File: src/rtl/riscv_issue_stage.sv
// Dual-issue in-order issue stage with a 32-entry register scoreboard.
// Optional feature: define WB_BYPASS_EN to let a consumer issue in its producer's writeback cycle.
`ifndef UNIT_NUM
`define UNIT_NUM 4
`endif

module riscv_issue_stage #(
  parameter bit RD_MASK_X0 = 1'b1
) (
  input  logic                 clk,
  input  logic                 srst_n,
  input  logic                 flush,
  input  logic                 valid0,
  input  logic [31:0]          pc0,
  input  logic [31:0]          inst0,
  input  logic [`UNIT_NUM-1:0] unit_usage0,
  input  logic                 valid1,
  input  logic [31:0]          pc1,
  input  logic [31:0]          inst1,
  input  logic [`UNIT_NUM-1:0] unit_usage1,
  output logic                 pop0,
  output logic                 pop1,
  input  logic                 ex_ready,
  output logic                 iss0_valid,
  output logic                 iss1_valid,
  output logic [31:0]          iss0_pc,
  output logic [31:0]          iss1_pc,
  output logic [31:0]          iss0_inst,
  output logic [31:0]          iss1_inst,
  output logic [`UNIT_NUM-1:0] iss0_unit,
  output logic [`UNIT_NUM-1:0] iss1_unit,
  input  logic                 wb0_valid,
  input  logic [4:0]           wb0_rd,
  input  logic                 wb1_valid,
  input  logic [4:0]           wb1_rd
);

  localparam logic [6:0] OP_LUI    = 7'b0110111;
  localparam logic [6:0] OP_AUIPC  = 7'b0010111;
  localparam logic [6:0] OP_JAL    = 7'b1101111;
  localparam logic [6:0] OP_STORE  = 7'b0100011;
  localparam logic [6:0] OP_BRANCH = 7'b1100011;
  localparam logic [6:0] OP_OP     = 7'b0110011;

  typedef struct packed {
    logic       rd_used;
    logic       rs1_used;
    logic       rs2_used;
    logic [4:0] rd;
    logic [4:0] rs1;
    logic [4:0] rs2;
  } dec_t;

  // Use flags already exclude x0 so every later comparison can ignore it.
  function automatic logic live(input logic used, input logic [4:0] r);
    return used && (!RD_MASK_X0 || (r != 5'd0));
  endfunction

  function automatic dec_t decode(input logic [31:0] inst);
    dec_t       d;
    logic [6:0] op;
    op         = inst[6:0];
    d.rd       = inst[11:7];
    d.rs1      = inst[19:15];
    d.rs2      = inst[24:20];
    d.rd_used  = live(!(op == OP_STORE || op == OP_BRANCH), d.rd);
    d.rs1_used = live(!(op == OP_LUI || op == OP_AUIPC || op == OP_JAL), d.rs1);
    d.rs2_used = live(op == OP_OP || op == OP_STORE || op == OP_BRANCH, d.rs2);
    return d;
  endfunction

  function automatic logic [31:0] reg_bit(input logic [4:0] r, input logic en);
    return en ? (32'd1 << r) : 32'd0;
  endfunction

  function automatic logic [31:0] iss_rd_bit(input logic [31:0] inst, input logic v);
    dec_t d;
    d = decode(inst);
    return reg_bit(d.rd, v && d.rd_used);
  endfunction

  function automatic logic hazard(input dec_t d, input logic [31:0] b);
    return (d.rs1_used && b[d.rs1]) || (d.rs2_used && b[d.rs2]) || (d.rd_used && b[d.rd]);
  endfunction

  dec_t        d0, d1;
  logic [31:0] sb, pend, wb_clr, hz_busy;
  logic        pair_ok, issue0, issue1;

  assign d0 = decode(inst0);
  assign d1 = decode(inst1);

  // Destinations still sitting in the issue register count as busy alongside the scoreboard.
  always_comb begin
    pend   = iss_rd_bit(iss0_inst, iss0_valid) | iss_rd_bit(iss1_inst, iss1_valid);
    wb_clr = reg_bit(wb0_rd, wb0_valid) | reg_bit(wb1_rd, wb1_valid);
`ifdef WB_BYPASS_EN
    // Only the scoreboard part is bypassed; a writer still in the issue register stays busy.
    hz_busy = (sb & ~wb_clr) | pend;
`else
    hz_busy = sb | pend;
`endif
  end

  always_comb begin
    pair_ok = ((unit_usage0 & unit_usage1) == '0) &&
              !(d0.rd_used && ((d1.rs1_used && (d1.rs1 == d0.rd)) ||
                               (d1.rs2_used && (d1.rs2 == d0.rd)) ||
                               (d1.rd_used  && (d1.rd  == d0.rd))));
    issue0  = srst_n && valid0 && ex_ready && !flush && !hazard(d0, hz_busy);
    issue1  = srst_n && valid1 && ex_ready && !flush && !hazard(d1, hz_busy) &&
              (!valid0 || (issue0 && pair_ok));
  end

  assign pop0 = issue0;
  assign pop1 = issue1;

  // A flushed issue register is discarded, so its destinations never enter the scoreboard.
  always_ff @(posedge clk) begin
    if (!srst_n)
      sb <= '0;
    else
      sb <= (sb & ~wb_clr) | ((ex_ready && !flush) ? pend : 32'd0);
  end

  always_ff @(posedge clk) begin
    if (!srst_n) begin
      iss0_valid <= 1'b0;
      iss1_valid <= 1'b0;
      iss0_pc    <= '0;
      iss1_pc    <= '0;
      iss0_inst  <= '0;
      iss1_inst  <= '0;
      iss0_unit  <= '0;
      iss1_unit  <= '0;
    end else if (flush) begin
      iss0_valid <= 1'b0;
      iss1_valid <= 1'b0;
    end else if (ex_ready) begin
      iss0_valid <= issue0;
      iss1_valid <= issue1;
      iss0_pc    <= pc0;
      iss1_pc    <= pc1;
      iss0_inst  <= inst0;
      iss1_inst  <= inst1;
      iss0_unit  <= unit_usage0;
      iss1_unit  <= unit_usage1;
    end
  end

endmodule

File: config.mk
export PLATFORM = sky130hd
export DESIGN_NAME = riscv_issue_stage
export DESIGN_NICKNAME = d
export VERILOG_FILES = /design/src/rtl/riscv_issue_stage.sv
export SDC_FILE = /design/constraint.sdc
export NUM_CORES = 1
export LEC_CHECK = 0
export ABC_AREA = 1
export CAP_MARGIN = 20
export CORE_MARGIN = 2
export CORE_UTILIZATION = 35
export CTS_CLUSTER_DIAMETER = 100
export DETAILED_ROUTE_END_ITERATION = 7
export HOLD_SLACK_MARGIN = 0.08
export SYNTH_ARGS = -nofsm -noshare
export SYNTH_HDL_FRONTEND = slang
export SYNTH_SLANG_ARGS = --single-unit
File: constraint.sdc
create_clock -name clk -period 5.86 [get_ports clk]
set_clock_uncertainty 0.05 [all_clocks]
set_input_delay 1.465 -clock clk [delete_from_list [all_inputs] [get_ports clk]]
set_output_delay 1.465 -clock clk [all_outputs]
set_load 0.01 [all_outputs]
==> impl_metrics.yaml <==
global_route:
  grt_overflow_total: 0
  antenna_found_initial: 2
  grt_max_degree: 108
  grt_use_total_pct: 29.9
  grt_pass1_vias: 11500
  grt_pass1_wl_mm: 69.6
clocking:
  cts_buffers: 17
  clk_root_buffer_cell: "clkbuf_16"
  cts.sinks: 170
  htreeDepth: 4
  clock_latency_ns: 0.44
  cts_buffer_depth: 2
  tritoncts: "done"
  hold_buffers: 0
  path_clk_slew_ns: 0.09
placement:
  portBuffers: 293
  routabilityCongestion: 0.990
  hpwl_mm: 34.4
floorplan:
  die_w_um: 174
  rows: 62
  start_util_pct: 35.4
  ioPinCount: 294
  core-area_um2: 28500
  fp.dieH_um: 174
  floorplan.die_area_um2: 30300
yosys:
  synth.distinct_cells: 48
  netlist.area_leader.share_pct: 33.6
  synth_fp_nets: 1755
  seq_area_frac_synth_pct: 33.6
  syn_inst: 1601
  ys_seq_elements: 170
  synthFlopType: "dfxtp_1"
  postSynthAreaPerCell_um2: 6.32
  synth.area.top_cells: "dfxtp_1 34%, nor2_1 14%, nand2_1 10%, o21ai_0 7.6%, nand3_1 6.0%"
  synth_edf_count: 0
  syn-cell-area_um2: 10100
  synth_async_sr_flop_share_pct: 0
  yosysTopAreaCell: "dfxtp_1"
  ys_warn_count: 0
sta:
  hold_viol: 0
  relSlewSlack_pct: 29.1
  fin_tns_setup_ns: 0
  timing.fmax_mhz: 179
  rsz0062_at_grt: "no"
  hold_slack_ns: 0.422
  post-route-period-util_pct: 95.3
  finalSetupViolCount: 0
  fin_crit_ns: 5.59
  worstMarginPinSlew_ns: 1.06
  finalMaxSlewViolations: 0
setup_path:
  worstSetupPathType: "input pin to output port"
  critPathArrivalTime_ns: 4.07
  cp_max_fo: 6
  setup.worst_path.end_class: "output port"
  r2r_cells: 18
  r2r-end: "iss1_valid"
  worstPathRequired_ns: 4.35
  start_kind: "input pin"
  reg2reg_from: "iss0_inst[8]"
  reg2reg_slack_ns: 2.69
layout:
  syn2layout_area_growth_pct: 39.3
  seq_area_um2: 3400
  final_common_cell: "nor2_1"
  multi_input_area_um2: 5890
  fill_cells: 2984
  mostFrequentLayoutCells: "387 x nor2_1, 291 x clkdlybuf4s50_1, 276 x nand2_1, 170 x dfxtp_1, 153 x o21ai_0"
  final_layout_size_suffix_gt1_share_pct: 8.00
  final_nets: 2016
drt:
  drtAntennaViolNets: 0
  drt_first_iter_violations: 1346
  num_vias: 12100
  via_per_inst: 5.35
  drc: 0
  first_pass_iters: 6
  routedWlPerCell_um: 20.5
  wl_mm: 46.2
pwr:
  leakagePower_nw: 5.87
  ir_drop_mv: 0.187
  power_mw: 3.11
  pwr_density_cell_nw_per_um2: 221
min_path:
  min_to: "sb[20]"
  whs_path_depth: 2
  min_from: "sb[20]"
  hold_class: "flop to flop"
run_status:
  status: "complete, no violations"
job:
  maxCapViolations: 0
cells by family after synthesis:
group	share of synthesized area, %
AND/OR/NAND/NOR	40.7
XOR/XNOR	0.952
buffers and inverters	8.23
AO/OA/AOI/OAI	16.4
flip-flops	33.6
worst max-delay path, cell delays in order:
cell             delay (ns)
clkdlybuf4s50_1        0.60
nor2_1                 0.21
inv_1                  0.12
nor4_1                 0.20
nor3_1                 0.10
nand3_1                0.13
nand3_1                0.13
a211oi_1               0.25
nand3_1                0.11
nand2_1                0.06
nand2_1                0.08
inv_1                  0.06
clkdlybuf4s50_1        0.55
per-stage QoR:
| stage | instances | area (um^2) | worst slack [ns] | util [%] |
|---|---|---|---|---|
| 4_1_cts | 2259 | 14100 | 0.270 | 49.3 |
| 3_5_place_dp | 2227 | 13500 | 0.279 | 47.1 |
| 5_1_grt | 2259 | 14100 | 0.0427 | 49.4 |
| 6_report | 2260 | 14100 | 0.273 | 49.4 |
| 3_3_place_gp | 2227 | 13500 | 0.293 | 47.1 |
| 2_1_floorplan | 1601 | 10100 | 1.37 | - |
final cells by class:
class | instances | share of cell area [%]
multi-input combinational | 1223 | 41.8
sequential | 170 | 24.2
timing repair buffer | 336 | 23.1
tap | 384 | 3.41
inverter | 114 | 3.07
clock buffer | 17 | 3.02
clock inverter | 15 | 1.44
antenna | 1 | 0.0178
state kept, by name, summed over array words and instances, names as in the netlist:
| signal | count |
|---|---|
| iss0_inst | 32 |
| iss1_inst | 32 |
| iss0_unit | 4 |
| iss0_valid | 1 |
| iss0_pc | 32 |
| iss1_valid | 1 |
| iss1_pc | 32 |
| iss1_unit | 4 |
| sb | 32 |
cell usage after synthesis, types with 15 or more instances:
library cell / n
inv_1: 99
nor3_1: 16
clkbuf_1: 70
nand2_2: 18
o211ai_1: 24
nand3_1: 121
nand4_1: 46
nor2_1: 388
o21ai_0: 153
buf_2: 15
a21oi_1: 71
nand2_1: 276
dfxtp_1: 170
how the worst max path moves through the flow:
stage                   start   end  cells past startpoint  slack, ns
finish              inst1[21]  pop1                     13       0.27
detailed placement  inst1[21]  pop1                     13       0.28
global placement    inst1[21]  pop1                     13       0.29
CTS                 inst1[21]  pop1                     13       0.27
global route        inst1[15]  pop1                     16       0.04
floorplan           inst0[20]  pop1                     17       1.37
timing repair:
item,in CTS,in global routing
gates resized for setup,0,1
endpoints found under the setup margin,0,1
buffers inserted,0,0
metal layers:
| metal | vias up | track usage (%) | wire length (um) |
|---|---|---|---|
| met5 | - | 0 | 0 |
| met4 | 0 | 7.63 | 1160 |
| met3 | 96 | 10.6 | 5110 |
| met2 | 589 | 47.9 | 20800 |
| met1 | 5592 | 38.4 | 19100 |
| li1 | 5808 | - | - |
power breakdown:
part | total [mW] | switching [mW] | internal (mW)
logic | 0.637 | 0.341 | 0.296
clock network | 1.22 | 0.624 | 0.594
registers | 1.26 | 0.0394 | 1.22
(Power assumes the default switching activity.)
